===== config.mk =====
export PLATFORM = sky130hd
export DESIGN_NAME = hazard_controller
export DESIGN_NICKNAME = d
export VERILOG_FILES = /design/src/rtl/hazard_controller.sv
export SDC_FILE = /design/constraint.sdc
export NUM_CORES = 1
export LEC_CHECK = 0
export ABC_AREA = 0
export CORE_UTILIZATION = 33
export CTS_CLUSTER_DIAMETER = 150
export CTS_CLUSTER_SIZE = 28
export DETAILED_ROUTE_END_ITERATION = 6
export HOLD_SLACK_MARGIN = 0.05
export PLACE_DENSITY = 0.75
export SYNTH_ARGS = -nofsm -noshare
export SYNTH_HDL_FRONTEND = slang
export SYNTH_SLANG_ARGS = --single-unit
export TNS_END_PERCENT = 5

===== constraint.sdc =====
create_clock -name clk -period 1.6 [get_ports clk]
set_clock_uncertainty 0.05 [all_clocks]
set_input_delay 0.32 -clock clk [delete_from_list [all_inputs] [get_ports clk]]
set_output_delay 0.32 -clock clk [all_outputs]
set_load 0.03 [all_outputs]

===== src/rtl/hazard_controller.sv =====
// Pipeline hazard controller: load-use bubbles, branch redirect flushes, memory-busy freeze, watchdog.
// Define HAZARD_PERF_CNT_EN to build the stall/flush performance counters.
module hazard_controller #(
    parameter int unsigned EXTRA_FLUSH = 1,
    parameter int unsigned MEM_TIMEOUT = 15
) (
    input  logic        clk,
    input  logic        reset,
    input  logic        ex_read_mem_i,
    input  logic [4:0]  ex_rd_i,
    input  logic [4:0]  id_rs1_i,
    input  logic [4:0]  id_rs2_i,
    input  logic        id_uses_rs2_i,
    input  logic        ex_bnj_taken_i,
    input  logic        mem_busy_i,
    output logic        if_stall_o,
    output logic        if_flush_o,
    output logic        id_stall_o,
    output logic        id_flush_o,
    output logic        ex_stall_o,
    output logic        mem_stall_o,
    output logic        pc_sel_o,
    output logic        mem_timeout_o,
    output logic [1:0]  state_o,
    output logic [31:0] stall_cycles_o,
    output logic [31:0] flush_events_o
);

    localparam logic [1:0] StRun      = 2'd0;
    localparam logic [1:0] StRedirect = 2'd1;
    localparam logic [1:0] StMemWait  = 2'd2;

    logic [1:0] state_q, state_d;
    logic [1:0] ret_q, ret_d;
    logic [1:0] eff_state;
    logic [2:0] cnt_q, cnt_d;
    logic [7:0] busy_cnt_q, busy_cnt_d;
    logic       timeout_q, timeout_d;
    logic       lu_hazard;

    assign lu_hazard = ex_read_mem_i & (ex_rd_i != 5'd0) &
                       ((ex_rd_i == id_rs1_i) | (id_uses_rs2_i & (ex_rd_i == id_rs2_i)));

    always_comb begin
        if_stall_o  = 1'b0;
        if_flush_o  = 1'b0;
        id_stall_o  = 1'b0;
        id_flush_o  = 1'b0;
        ex_stall_o  = 1'b0;
        mem_stall_o = 1'b0;
        pc_sel_o    = 1'b0;
        state_d     = state_q;
        ret_d       = ret_q;
        cnt_d       = cnt_q;
        // Leaving MEM_WAIT behaves exactly like the saved state in the same cycle.
        eff_state   = (state_q == StMemWait) ? ret_q : state_q;

        if (reset) begin
            state_d = StRun;
        end else if (mem_busy_i) begin
            if_stall_o  = 1'b1;
            id_stall_o  = 1'b1;
            ex_stall_o  = 1'b1;
            mem_stall_o = 1'b1;
            state_d     = StMemWait;
            ret_d       = eff_state;
        end else begin
            case (eff_state)
                StRedirect: begin
                    if_flush_o = 1'b1;
                    cnt_d      = cnt_q - 3'd1;
                    state_d    = (cnt_q == 3'd1) ? StRun : StRedirect;
                end
                default: begin
                    state_d = StRun;
                    if (ex_bnj_taken_i) begin
                        pc_sel_o   = 1'b1;
                        if_flush_o = 1'b1;
                        id_flush_o = 1'b1;
                        cnt_d      = 3'(EXTRA_FLUSH);
                        state_d    = (EXTRA_FLUSH != 0) ? StRedirect : StRun;
                    end else if (lu_hazard) begin
                        if_stall_o = 1'b1;
                        id_flush_o = 1'b1;
                    end
                end
            endcase
        end
    end

    always_comb begin
        if (!mem_busy_i) begin
            busy_cnt_d = 8'd0;
        end else if (busy_cnt_q == 8'hff) begin
            busy_cnt_d = busy_cnt_q;
        end else begin
            busy_cnt_d = busy_cnt_q + 8'd1;
        end
        timeout_d = timeout_q | (32'(busy_cnt_d) >= MEM_TIMEOUT);
    end

    always_ff @(posedge clk) begin
        if (reset) begin
            state_q    <= StRun;
            ret_q      <= StRun;
            cnt_q      <= 3'd0;
            busy_cnt_q <= 8'd0;
            timeout_q  <= 1'b0;
        end else begin
            state_q    <= state_d;
            ret_q      <= ret_d;
            cnt_q      <= cnt_d;
            busy_cnt_q <= busy_cnt_d;
            timeout_q  <= timeout_d;
        end
    end

    assign state_o       = state_q;
    assign mem_timeout_o = timeout_q;

`ifdef HAZARD_PERF_CNT_EN
    logic [31:0] stall_cnt_q, flush_cnt_q;

    // An if_stall without mem_busy_i can only be a load-use bubble.
    always_ff @(posedge clk) begin
        if (reset) begin
            stall_cnt_q <= 32'd0;
            flush_cnt_q <= 32'd0;
        end else begin
            stall_cnt_q <= stall_cnt_q + 32'(if_stall_o);
            flush_cnt_q <= flush_cnt_q + 32'(pc_sel_o | (if_stall_o & ~mem_busy_i));
        end
    end

    assign stall_cycles_o = stall_cnt_q;
    assign flush_events_o = flush_cnt_q;
`else
    assign stall_cycles_o = 32'd0;
    assign flush_events_o = 32'd0;
`endif

endmodule


==> metrics <==
Slew Limit Fails=0; asr flop ratio synth=0%; YS warnings=0; initial antenna violation count=0; crit path DAT=1640 ps; H-tree depth=1; setup ws final=-405 ps; Synth area leader=buf_4; Tot GR Track Use=13.8%; status=complete, but fails checks; CTS sink count=16; PwrDens=632 mW/mm2; Hold Fails Final Rpt=0; GRT overflow=0; CP Capture Type=primary output; Via density=4.24; first-pass GRT wire length=4820 um; Comb pwr share=36.2%; Final GP Congestion=0.847; hold worst-path end=cnt_q[1]; ranking of synthesized cells by area=buf_4 34%, dfxtp_1 22%, xor2_1 4.2%, xnor2_1 3.6%, o21ai_0 3.1%; Reg power frac=34.5%; Pwr Total=0.00121 W; Die Span Y=68.3 um; CTS tree=done; post-synth cell types=39; final setup fails=4; failing checks=negative setup slack; Critical Path Source Type=input pin; most frequent cells in the layout=64 x conb_1, 31 x buf_4, 12 x dfxtp_1; share of the synthesized area in the top cell type=34.1%; crit path max fanout=2; Detail Placement HPWL=2380 um; switch share=37.9%; Final nets=264; Syn Std Cell Area=0.00145 mm2; DR pass1 iterations=4; Placeable Area=0.00412 mm2; Final ANT Viol Nets=0; final WL=3080 um; sequential area share after synthesis=22.0%; CTS buffer count=3; mean post-synth cell area=7.94 um2; critical path required time=1230 ps; post-route insts no fill=289; min Tclk post-route=2010 ps; Clock power frac=29.3%; worst vdd ir=0.000403 V; placed cell area=0.00178 mm2; min-delay src=cnt_q[1]; share of cells above drive strength 1=31.8%; Worst Hold Class=reg2reg; Worst-path clk slew=70 ps; most common cell after layout, fill and taps aside=conb_1; Starting DRT DRC Count=68; residual DRC count=0; Final period util=125%; fillers=405; Avg WL per Cell=10.7 um; fin area=0.00192 mm2; Die Wd=68.3 um; Primary FF master, synth=dfxtp_1; P&R area growth vs syn=32.0%; RSZ-0062 raised after global routing=yes; vias=1225; largest net degree at the start of global routing=10; Root Buffer=clkbuf_8; Clock Latency Late Sink=250 ps; kind of critical path=in2out; FF-to-FF Start=busy_cnt_q[0]; starting density of the core=35.3%; antenna cell count=0; post-synthesis register bit count=16; maxcap violations=0; Max clock buf depth=2; Psw=0.000459 W; fmax=0.499 GHz; IO Pins=95; FP Rows=23; die area=0.00467 mm2; Worst Hold Path Cells=2; P_leak=0.911 nW; placed cell count=284; P_int=0.000752 W; Critical R2R Capture=mem_timeout_o; vias in the first global route=1037; R2R setup slack=20 ps; PortBufs=30; Worst Reg2Reg Path Length in Cells=6; Cells after Synth=183; Post-synth EDFFs=0
critical path, stage by stage:
cell      delay, ps
clkbuf_2         90
xor2_1          170
nor4_2          340
and3_4          250
o221ai_4        140
a21oi_4         170
buf_6           140
sequential cells by signal, summed over array words and instances (netlist names):
name / count
busy_cnt_q: 8
state_o: 2
cnt_q: 3
ret_q: 2
mem_timeout_o: 1
how the worst max path moves through the flow:
stage | slack, ps | startpoint | to | cells after the start
6_report | -410 | id_rs2_i[3] | id_flush_o | 7
5_1_grt | -450 | id_rs2_i[3] | id_flush_o | 7
4_1_cts | -430 | ex_rd_i[1] | if_stall_o | 8
3_5_place_dp | -720 | ex_rd_i[1] | if_stall_o | 8
3_3_place_gp | -640 | ex_rd_i[4] | if_stall_o | 7
2_1_floorplan | -90 | state_o[1] | if_flush_o | 3
synthesized netlist by cell type, types with 2 or more instances:
| master | count |
|---|---|
| nand4_1 | 2 |
| o221ai_1 | 2 |
| nand2b_1 | 4 |
| dfxtp_1 | 16 |
| nand2_1 | 4 |
| o21ai_0 | 9 |
| or4_1 | 2 |
| nor2_1 | 11 |
| xor2_1 | 7 |
| xnor2_1 | 6 |
| buf_4 | 66 |
| a21oi_1 | 8 |
| nor3_1 | 6 |
| ha_1 | 3 |
| or3_1 | 2 |
| and3_1 | 3 |
| inv_1 | 8 |
| clkbuf_1 | 3 |
area by class of cell:
cell class | instances | area, um2 | area share (%)
inverters | 8 | 30.0 | 1.57
multi-input cells | 152 | 946 | 49.3
flip-flops and latches | 16 | 325 | 17.0
well taps | 50 | 62.6 | 3.26
repair buffers | 59 | 499 | 26.0
clock buffers | 4 | 55.1 | 2.87
metal layers:
metal / share of wire, % / wire length, um / track usage (%)
met1: 43 / 1310 / 17.0
met2: 52 / 1590 / 24.9
met3: 4.2 / 130 / 2.33
met4: 1.3 / 41 / 2.34
met5: 0 / 0 / 0
timing repair:
| action | in CTS | in global routing |
|---|---|---|
| pin swaps | 14 | 14 |
| buffers inserted | 1 | 0 |
| cloned | 0 | 0 |
| resized for setup | 46 | 26 |
| hold buffers | 0 | 0 |
| endpoints found under the setup margin | 11 | 8 |
| hold endpoints to repair | 0 | 0 |
through the flow:
step,worst slack [ps],setup TNS [ps],hold slack [ps],util (%)
finish,-405,-1110,431,46.6
global route,-447,-1370,455,46.6
CTS,-426,-1140,426,45.9
detailed placement,-717,-2600,417,43.4
global placement,-643,-2330,405,43.4
floorplan,-91.0,-586,394,-
cell families after synthesis:
logic type | count (synthesis) | share of synthesized area [%]
muxes | 2 | 1.46
other | 1 | 0.258
xor gates and xnor gates | 13 | 7.84
adders and majority gates | 3 | 2.58
buffers and inverters | 78 | 37.3
and+or+nand+nor | 45 | 18.2
AOI/OAI and AO/OA | 25 | 10.3
DFF | 16 | 22.1
power groups by stage:
stage	Clock [W]	Sequential, W	Combinational, W
after global routing	0.000378	0.000420	0.000471
after global placement	0	0.000425	0.000416
after CTS	0.000360	0.000418	0.000426
after detailed placement	0	0.000425	0.000421
final	0.000355	0.000418	0.000438
after floorplan	0	0.000430	0.000416
(Power assumes the default switching activity.)
